[config.mk]
export PLATFORM = sky130hd
export DESIGN_NAME = fx3_burst_reader
export DESIGN_NICKNAME = d
export VERILOG_FILES = /design/src/rtl/fx3_burst_reader.sv
export SDC_FILE = /design/constraint.sdc
export NUM_CORES = 1
export LEC_CHECK = 0
export ABC_AREA = 1
export BUFFER_PORTS_ARGS = -buffer_cell sky130_fd_sc_hd__buf_2
export CAP_MARGIN = 20
export CORE_MARGIN = 2
export CORE_UTILIZATION = 47
export CTS_CLUSTER_DIAMETER = 120
export DETAILED_ROUTE_END_ITERATION = 10
export GPL_TIMING_DRIVEN = 0
export PLACE_DENSITY = 0.75
export SLEW_MARGIN = 5
export SYNTH_ARGS = -nofsm -noshare
export SYNTH_HDL_FRONTEND = slang
export SYNTH_SLANG_ARGS = --single-unit
[constraint.sdc]
create_clock -name fx3Clk_i -period 1.48 [get_ports fx3Clk_i]
set_clock_uncertainty 0.2 [all_clocks]
set_input_delay 0.222 -clock fx3Clk_i [delete_from_list [all_inputs] [get_ports fx3Clk_i]]
set_output_delay 0.222 -clock fx3Clk_i [all_outputs]
set_load 0.005 [all_outputs]
[src/rtl/fx3_burst_reader.sv]
// fx3_burst_reader: read side of the ADC sample FIFO in the FX3 clock domain.
// Waits for FIFO data-available and FX3 DMA-ready, drains one fixed-length
// burst onto the GPIF bus, and ends the packet early if the FIFO runs dry.
// Optional feature macro: FX3_SEQUENCE_CHECK_EN adds the sticky seqError_o
// output that checks the generator's incrementing test-mode counter.
//
// Handshake semantics: there is no back-pressure anywhere in this block.
// readData_o is a one-cycle read request that the FIFO always honours, and
// fx3Wr_o marks fx3Data_o as valid for exactly the cycles it is high; the
// FX3 side has promised room for the whole burst by raising fx3Ready_i.
module fx3_burst_reader #(
   parameter int BURST_LEN    = 8192,
   parameter int READ_LATENCY = 2,
   parameter int CNT_W        = 14
) (
   input  logic        fx3Clk_i,
   input  logic        reset_i,
   input  logic        enable_i,
   input  logic        dataAvailable_i,
   input  logic        fifoEmpty_i,
   input  logic [15:0] fifoData_i,
   input  logic        fx3Ready_i,
   output logic        readData_o,
   output logic        fx3Wr_o,
   output logic [15:0] fx3Data_o,
   output logic        fx3PktEnd_o,
   output logic        busy_o,
   output logic        underflowError_o,
`ifdef FX3_SEQUENCE_CHECK_EN
   output logic        seqError_o,
`endif
   output logic [1:0]  state_o
);

   typedef enum logic [1:0] {
      S_IDLE  = 2'd0,
      S_BURST = 2'd1,
      S_DRAIN = 2'd2,
      S_END   = 2'd3
   } state_t;

   localparam int DRN_W = $clog2(READ_LATENCY + 2);
   localparam logic [CNT_W-1:0] LAST_WORD = CNT_W'(BURST_LEN - 1);
   // A clean burst waits READ_LATENCY+1 cycles after its last read. On an
   // abort the BURST cycle that saw fifoEmpty already counts as one of them,
   // which puts the packet-end strobe right after the last forwarded word.
   localparam logic [DRN_W-1:0] DRAIN_FULL  = DRN_W'(READ_LATENCY);
   localparam logic [DRN_W-1:0] DRAIN_ABORT = DRN_W'(READ_LATENCY - 1);

   state_t                  state_q, state_d;
   logic [CNT_W-1:0]        cnt_q, cnt_d;
   logic [DRN_W-1:0]        drain_q, drain_d;
   logic                    abort_q, abort_d;
   logic                    und_q, und_d;
   logic [READ_LATENCY-1:0] pipe_q, pipe_d;
   logic                    wr_q;
   logic [15:0]             data_q;
   logic                    tap;
   logic                    drain_done;

   assign tap        = pipe_q[READ_LATENCY-1];
   assign drain_done = (drain_q == (abort_q ? DRAIN_ABORT : DRAIN_FULL));

   // State register
   always_ff @(posedge fx3Clk_i or posedge reset_i) begin
      if (reset_i) state_q <= S_IDLE;
      else         state_q <= state_d;
   end

   // Next-state logic: start condition sampled only in IDLE
   always_comb begin
      state_d = state_q;
      case (state_q)
         S_IDLE:  if (enable_i && dataAvailable_i && fx3Ready_i) state_d = S_BURST;
         S_BURST: if (fifoEmpty_i || (cnt_q == LAST_WORD)) state_d = S_DRAIN;
         S_DRAIN: if (drain_done) state_d = abort_q ? S_END : S_IDLE;
         S_END:   state_d = S_IDLE;
         default: state_d = S_IDLE;
      endcase
   end

   // FSM outputs: read request, packet end, busy and debug state
   always_comb begin
      readData_o  = (state_q == S_BURST) && !fifoEmpty_i;
      fx3PktEnd_o = (state_q == S_END);
      busy_o      = (state_q != S_IDLE);
      state_o     = state_q;
   end

   // Burst/drain counters, abort flag and sticky underflow
   always_comb begin
      cnt_d   = cnt_q;
      drain_d = drain_q;
      abort_d = abort_q;
      und_d   = und_q;
      case (state_q)
         S_IDLE: begin
            cnt_d   = '0;
            drain_d = '0;
            abort_d = 1'b0;
         end
         S_BURST: begin
            if (fifoEmpty_i) begin
               abort_d = 1'b1;
               und_d   = 1'b1;
            end else begin
               cnt_d = cnt_q + 1'b1;
            end
         end
         S_DRAIN: drain_d = drain_q + 1'b1;
         default: ;
      endcase
   end

   // Read-latency shift register: its tap marks fifoData_i as a real word
   always_comb begin
      pipe_d    = pipe_q;
      pipe_d[0] = readData_o;
      for (int i = 1; i < READ_LATENCY; i++) pipe_d[i] = pipe_q[i-1];
   end

   // Counters, pipe and registered GPIF outputs
   always_ff @(posedge fx3Clk_i or posedge reset_i) begin
      if (reset_i) begin
         cnt_q   <= '0;
         drain_q <= '0;
         abort_q <= 1'b0;
         und_q   <= 1'b0;
         pipe_q  <= '0;
         wr_q    <= 1'b0;
         data_q  <= '0;
      end else begin
         cnt_q   <= cnt_d;
         drain_q <= drain_d;
         abort_q <= abort_d;
         und_q   <= und_d;
         pipe_q  <= pipe_d;
         wr_q    <= tap;
         if (tap) data_q <= fifoData_i;
      end
   end

   assign fx3Wr_o          = wr_q;
   assign fx3Data_o        = data_q;
   assign underflowError_o = und_q;

`ifdef FX3_SEQUENCE_CHECK_EN
   logic       seq_first_q;
   logic [9:0] seq_prev_q;
   logic       seq_err_q;

   // Sequence checker: each forwarded word must be previous+1 mod 2**10;
   // the first word of a burst only loads the comparator
   always_ff @(posedge fx3Clk_i or posedge reset_i) begin
      if (reset_i) begin
         seq_first_q <= 1'b0;
         seq_prev_q  <= '0;
         seq_err_q   <= 1'b0;
      end else if (state_q == S_IDLE && state_d == S_BURST) begin
         seq_first_q <= 1'b1;
      end else if (tap) begin
         seq_first_q <= 1'b0;
         seq_prev_q  <= fifoData_i[9:0];
         if (!seq_first_q && (fifoData_i[9:0] != seq_prev_q + 10'd1)) seq_err_q <= 1'b1;
      end
   end

   assign seqError_o = seq_err_q;
`endif

endmodule

== Yosys cells after proc, flatten, opt, wreduce, memory -nomap -nowiden ==
Cells that the tools add are included.
Storage, ports and cells
  flip-flop bits (word level): 39
Cells by class
  equal/unequal tests: 10
  reductions and logical operators: 13
  add/subtract/negate cells: 2
  muxes and demuxes: 11
Operator list (number)
  case mux 14 bit (2 select lines): 1
  adder 14 x 1 -> 14 bit, second input constant: 1
  == test 14 x 13 -> 1 bit, second input constant: 1
  2-to-1 mux 14 bit: 1
  2-to-1 mux 2 bit: 5
  inequality test 2 bit, second input constant: 5
  case mux 2 bit (4 select lines): 1
  AND reduction 2 bit: 3
  nonzero test 2 bit: 3
  == test 2 bit, second input constant: 2
  case mux 2 bit (2 select lines): 1
  logical AND 1 bit: 3
  AND reduction 3 bit: 1
  adder 2 x 1 -> 2 bit, second input constant: 1
  == test 2 x 1 -> 1 bit, second input constant: 1
  == test 2 bit: 1
  logical NOT 2 bit: 1
  case mux 1 bit (2 select lines): 1
  logical NOT 1 bit: 1
  logical OR 1 bit: 1
  2-to-1 mux 1 bit: 1

== Depth between registers and ports, before layout ==
Gate-level depths: netlist (run 1).
  depth in word-level cells: 4
  gate-level depth with buffers: 9
  depth with buffers taken out: 8

== Least setup slack after synthesis (run 1) ==
Ideal clock, no wire load.
  path kind: reg2reg
  start: register state_q[1] (netlist: state_o[1])
  end: register cnt_q[2]
  period minus slack after synthesis: 1.433 ns
  library setup time: 0.124 ns
  data required time: 1.156 ns
  setup slack: 0.047 ns
  arrival time: 1.109 ns
  stages on the path, launching flop included: 6
  path buffers: 1
  path through: dfrtp_1 > nor2_1 > inv_2 > buf_6 > a21oi_1 > a21oi_1
On the way
  word-level cells in the longest chain between the ends: 3
  elaborated cells between the ends (all ways): 6
Ends and longest elaborated chain
  start, declared: RTL line 50  | state_t state_q, state_d;
  start signal, assigned: RTL line 67  | else state_q <= state_d;
  == test 2 x 1 -> 1 bit or logical NOT 2 bit (tied branches): RTL line 96  | case (state_q)
  inequality test 2 bit (no source line) or nonzero test 2 bit (tied branches)
  AND reduction 2 bit (no source line)
  end signal, assigned: RTL line 133  | cnt_q <= cnt_d;
  end, declared: RTL line 51  | logic [CNT_W-1:0] cnt_q, cnt_d;
Parallel ways exist; a longest one is shown, timed or not.
A chain may end at the register's enable or synchronous reset.

== Worst setup path after layout (run 1) ==
  start: register state_q[0] (netlist: state_o[0])
  end: output port readData_o
On the way
  word-level cells in the longest chain between the ends: 2
Ends and longest elaborated chain
  == test 2 x 1 -> 1 bit: RTL line 84  | readData_o = (state_q == S_BURST) && !fifoEmpty_i;
  logical AND 1 bit: RTL line 84
  end, declared: RTL line 23  | output logic readData_o,
No other way between the ends.

==> results of run 1 <==
## through the flow
step	cells	worst slack, ns	area [µm²]
6_report	332	-0.1500	2570
4_1_cts	325	-0.1611	2474
3_5_place_dp	293	-0.1632	2106
3_3_place_gp	293	-0.3388	2106
2_1_floorplan	201	0.04734	1826
5_1_grt	332	-0.1955	2570
## report_power, final
group / total [W] / internal [W] / switching, W
clock network: 0.000905 / 0.000545 / 0.000360
registers: 0.00159 / 0.00139 / 0.000196
logic: 0.00149 / 0.000780 / 0.000711
total: 0.00399 / 0.00272 / 0.00127
## placed cells by master, fill, tap and decap left out, types with 2 or more instances in the layout
cell type,netlist,routed
buf_4,0,14
nand2_2,0,2
o21ai_0,9,7
dfrtp_1,39,36
dfrtp_2,0,3
o21ai_1,1,2
a21oi_1,7,7
mux2_2,16,16
dlygate4sd3_1,0,18
nor2_2,0,3
inv_1,27,25
nand3_1,18,18
nand2_4,1,3
clkinv_2,0,2
nor2_1,24,19
nor2_4,2,4
inv_2,2,3
buf_6,1,3
nand2_1,42,38
nor3_1,2,2
buf_2,2,43
nand4_1,3,3
clkbuf_8,0,6
## cell families after synthesis
group	count (synthesis)	synth area share, %
flops	39	53.46
buf+inv	34	8.568
mux	16	9.870
compound gates	18	5.071
simple gates	93	22.34
fa+ha+maj	1	0.6853
## registers in the layout, summed over array words and instances (netlist names)
| register | count |
|---|---|
| cnt_q | 14 |
| abort_q | 1 |
| fx3Wr_o | 1 |
| fx3Data_o | 16 |
| pipe_q | 2 |
| underflowError_o | 1 |
| state_o | 2 |
| drain_q | 2 |
## worst register-to-register path: stages (launching register included)
cell and delay (ns):
dfrtp_2 0.45, inv_2 0.09, nor2_4 0.04, nand2_4 0.07, inv_4 0.04, buf_12 0.11, buf_4 0.17, a21oi_1 0.16
nor2_1 0.07
## how the worst max path moves through the flow
| stage | start | to | slack, ns | cells past startpoint |
|---|---|---|---|---|
| floorplan | state_o[1] | cnt_q[2] | 0.05 | 5 |
| global placement | reset_i | cnt_q[1] | -0.34 | 2 |
| detailed placement | state_o[0] | busy_o | -0.16 | 4 |
| CTS | state_o[0] | readData_o | -0.16 | 6 |
| global route | state_o[0] | readData_o | -0.20 | 6 |
| finish | state_o[0] | readData_o | -0.15 | 6 |
## timing repair
| item | in CTS | in global routing |
|---|---|---|
| setup endpoints to repair | 23 | 56 |
| hold buffers | 18 | 0 |
| pin swaps | 4 | 5 |
| endpoints found under the hold margin | 56 | 0 |
| setup buffers | 7 | 8 |
| resized for setup | 6 | 18 |
## metal layers
layer  track usage [%]  routed length [µm]  vias up
li1                  -                   -      803
met1             24.06                1812      718
met2             35.63                2051       42
met3             4.940                 212        5
met4             5.357                  49        0
met5                 0                   0        -
## final cells by class
cell class | instances | area [µm²] | area share (%)
plain buffers | 3 | 36.28 | 1.412
repair buffers | 76 | 518.0 | 20.16
inverters | 30 | 116.4 | 4.528
clock buffers | 6 | 82.58 | 3.213
multi-input cells | 128 | 742.0 | 28.87
well taps | 48 | 60.06 | 2.337
clock inverters | 2 | 35.03 | 1.363
flip-flops and latches | 39 | 979.7 | 38.12
==> flow_summary.toml, run 1 <==
[detailed_routing]
drc = 0
routed_wl_um = 4125
vias_per_cell = 4.723
ant_nets = 0
drt_pass1_iterations = 4
vias = 1568
first_iter_violations = 101
wl_per_cell_um = 12.42

[synthesis]
yosys.area.top_type_share_pct = 53.46
yosys_register_bits = 39
yosysTopAreaCell = "dfrtp_1"
syn_inst = 201
synthMostInstantiatedCell = "nand2_1"
synth_top_cells_by_count = "42 x nand2_1, 39 x dfrtp_1, 27 x inv_1"
synth_ff_type = "dfrtp_1"
synth_warnings = 0
yosysSeqAreaShare_pct = 53.46
synth.avg_cell_area_um2 = 9.082
syn_nets = 224
synth_edf_count = 0
synth_area_leaders = "dfrtp_1 53%, mux2_2 9.9%, nand2_1 8.6%"
synth_area_um2 = 1826
synth_cell_type_count = 21
synthArstFlopShare_pct = 100.0

[setup_path]
crit_path_top_delay_cell = "dfrtp_2"
endpoint_kind = "output port"
cpPeakStageDelay_ns = 0.45
path_max_fanout = 4
path_delay_family = "flip-flops"
ff2ff_setup_slack_ns = -0.05
cp-start-kind = "flip-flop"
crit_arrival_ns = 1.21
crit_type = "flip-flop to output port"
reg2reg_from = "state_o[0]"
crit_chain = "inv_2 -> nor2_4 -> nand2_4 -> inv_4 -> buf_12 -> buf_6"
critPathBufInv = 4
r2r_end = "cnt_q[5]"
rr_worst_depth = 8
critPathRequiredTime_ns = 1.06

[worst_hold_path]
hp-class = "input port to flip-flop"
hold_path_depth = 5
min_from = "dataAvailable_i"
whs_endpoint = "state_o[0]"

[floorplanning]
dieArea_um2 = 4398
io_pins = 45
die_y_um = 66.32
die_w_um = 66.32
start_util_pct = 49.49
row_count = 22
core_um2 = 3689

[placement]
dp_hpwl_um = 2540
place_congestion = 0.8164
io_buffers = 44

[clock_network]
clk_pin_slew_worst_paths_ns = 0.07
cts_buffers = 5
clock_sinks = 39
clock_latency_ns = 0.29
cts_root_buffer = "clkbuf_8"
cts_buffer_depth = 2
h-tree-depth = 2
cts_tree = "done"

[timing]
maxSlewViolCount = 0
worst_slack_ns = -0.1500
period_minus_slack_ns = 1.630
worstMarginPinSlew_ns = 0.6677
finalSetupTns_ns = -0.4427
clock.fmax_mhz = 613.5
fin_crit_sh_pct = 110.1
setup_viol = 7
hold_viol = 0
relSlewSlack_pct = 55.48
rsz0062_at_grt = "true"
fin_hold_ws_ns = 0.1228

[flow_run]
drv_cap = 0

[layout]
nets = 306
n_antenna_cell = 0
drive_gt1_share_pct = 37.68
final_util_pct = 69.67
n_fill_cell = 276
synthToLayoutAreaGrowth_pct = 40.78

[global_route]
grt_pass1_wl_um = 6637
grt_overflow_total = 0
antenna_found_initial = 0
grt_max_degree = 40
grt_pass1_vias = 1530
grtUsageTotal_pct = 20.06

[power]
p_leak_nw = 1.321
power.total_w = 0.003985
ir_worst_vdd_uv = 961.9
power_density_nw_per_um2 = 1551

[status]
status = "finished with violations"
violations = "negative setup slack"
Note: power is estimated with default switching activity, not from simulation.
==> inputs of run 2 (changes only) <==
--- a/config.mk
+++ b/config.mk
@@ -13,7 +13,7 @@
 export CTS_CLUSTER_DIAMETER = 120
 export DETAILED_ROUTE_END_ITERATION = 10
 export GPL_TIMING_DRIVEN = 0
-export PLACE_DENSITY = 0.75
+export PLACE_DENSITY = 0.82
 export SLEW_MARGIN = 5
 export SYNTH_ARGS = -nofsm -noshare
 export SYNTH_HDL_FRONTEND = slang
==> flow_summary.toml, run 2 (synthesis gave the netlist of run 1 again) <==
[clock_network]
cts_root_buffer = "clkbuf_8"
cts_buffers = 5
h-tree-depth = 2
clock_latency_ns = 0.29
cts_tree = "done"
clock_sinks = 39
cts_buffer_depth = 2
clk_pin_slew_worst_paths_ns = 0.07

[placement]
place_congestion = 0.8194
pre_cts_ws_ns = -0.1877
io_buffers = 44
dp_hpwl_um = 2389

[floorplanning]
row_count = 22
dieArea_um2 = 4398
die_w_um = 66.32
core_um2 = 3689
die_y_um = 66.32
start_util_pct = 49.49
io_pins = 45

[setup_path]
crit_path_end = "readData_o"
critPathRequiredTime_ns = 1.06
reg2reg_from = "state_o[1]"
crit_path_start = "state_o[1]"
cp-start-kind = "flip-flop"
path_max_fanout = 4
crit_arrival_ns = 1.22
crit_type = "flip-flop to output port"
ff2ff_setup_slack_ns = -0.04
rr_worst_depth = 8
endpoint_kind = "output port"
r2r_end = "cnt_q[12]"

[layout]
synthToLayoutAreaGrowth_pct = 41.54
n_fill_cell = 271
n_antenna_cell = 0
seq_area_um2 = 979.7
drive_gt1_share_pct = 39.30
layout_commonest_cell = "buf_2"
multiInputGateArea_um2 = 747.0
final_cell_mix = "43 x buf_2, 36 x dfrtp_1, 35 x nand2_1, 26 x inv_1, 18 x dlygate4sd3_1"
largest_reg_flops = 16
nets = 307

[detailed_routing]
drt_pass1_iterations = 5
ant_nets = 0
first_iter_violations = 76
vias = 1624
wl_per_cell_um = 12.57
vias_per_cell = 4.877
routed_wl_um = 4186
drc = 0

[global_route]
antenna_found_initial = 0
grt_max_degree = 40
grt_overflow_total = 0
grt_pass1_vias = 1539
grt_pass1_wl_um = 6665
grtUsageTotal_pct = 20.23

[timing]
maxSlewViolCount = 0
setup_viol = 7
clock.fmax_mhz = 610.2
hold_viol = 0
relSlewSlack_pct = 55.73
period_minus_slack_ns = 1.639
rsz0062_at_grt = "true"
worstMarginPinSlew_ns = 0.6633
fin_hold_ws_ns = 0.1367
fin_crit_sh_pct = 110.7
worst_slack_ns = -0.1589

[power]
p_leak_nw = 1.299
power_density_nw_per_um2 = 1572
ir_worst_vdd_uv = 1009

[status]
violations = "negative setup slack"
status = "finished with violations"

[worst_hold_path]
min_from = "dataAvailable_i"
hp-class = "input port to flip-flop"

[flow_run]
drv_cap = 0
run 2: area by class of cell:
cell class / count / share of cell area, %
Sequential cell: 39 / 37.92
Multi-Input combinational cell: 128 / 28.91
Timing Repair Buffer: 78 / 20.63
Inverter: 30 / 4.697
Clock buffer: 6 / 3.196
Tap cell: 48 / 2.324
Clock inverter: 2 / 1.356
Buffer: 2 / 0.9685
run 2: how the worst min path moves through the flow:
stage                 end  slack, ns  cells after the start
3_5_place_dp    pipe_q[1]       0.14                      0
5_1_grt          cnt_q[3]       0.16                      3
6_report       state_o[0]       0.14                      5
2_1_floorplan   pipe_q[1]       0.13                      0
4_1_cts          cnt_q[3]       0.12                      3
3_3_place_gp    pipe_q[1]       0.14                      0
run 2: power by group:
part	internal [W]	leakage, nW	switching (W)
combinational	0.000839	0.745	0.000736
clock	0.000545	0.0612	0.000356
sequential	0.00139	0.493	0.000191
run 2: layer usage:
metal  GRT usage (%)  share of wire [%]
met5               0                  0
met4           6.122                1.1
met3           4.429                6.4
met2           37.75                 49
met1           22.71                 43
run 2: worst max-delay path, cell delays in order (launching register included):
cell     delay [ns]
dfrtp_2        0.46
nor2_4         0.15
nand2_4        0.07
inv_4          0.07
buf_12         0.10
buf_6          0.08
run 2: stage by stage:
| step | total power, W | std cells | utilization (%) | TNS [ns] | area (µm²) |
|---|---|---|---|---|---|
| floorplan | 0.002357 | 201 | - | 0 | 1826 |
| global placement | 0.002778 | 293 | 57.09 | -13.87 | 2106 |
| detailed placement | 0.002827 | 293 | 57.09 | -1.276 | 2106 |
| CTS | 0.003940 | 325 | 67.06 | -0.3802 | 2474 |
| global route | 0.004338 | 333 | 70.05 | -1.109 | 2584 |
| finish | 0.004061 | 333 | 70.05 | -0.3638 | 2584 |
run 2: repair_timing:
item                       in CTS  in global routing
pin swaps                       3                  6
hold endpoints to repair       56                  0
setup endpoints to repair      16                 56
hold buffers                   18                  0
cloned                          0                  0
setup buffers                   7                  9
gates resized for setup         6                 22
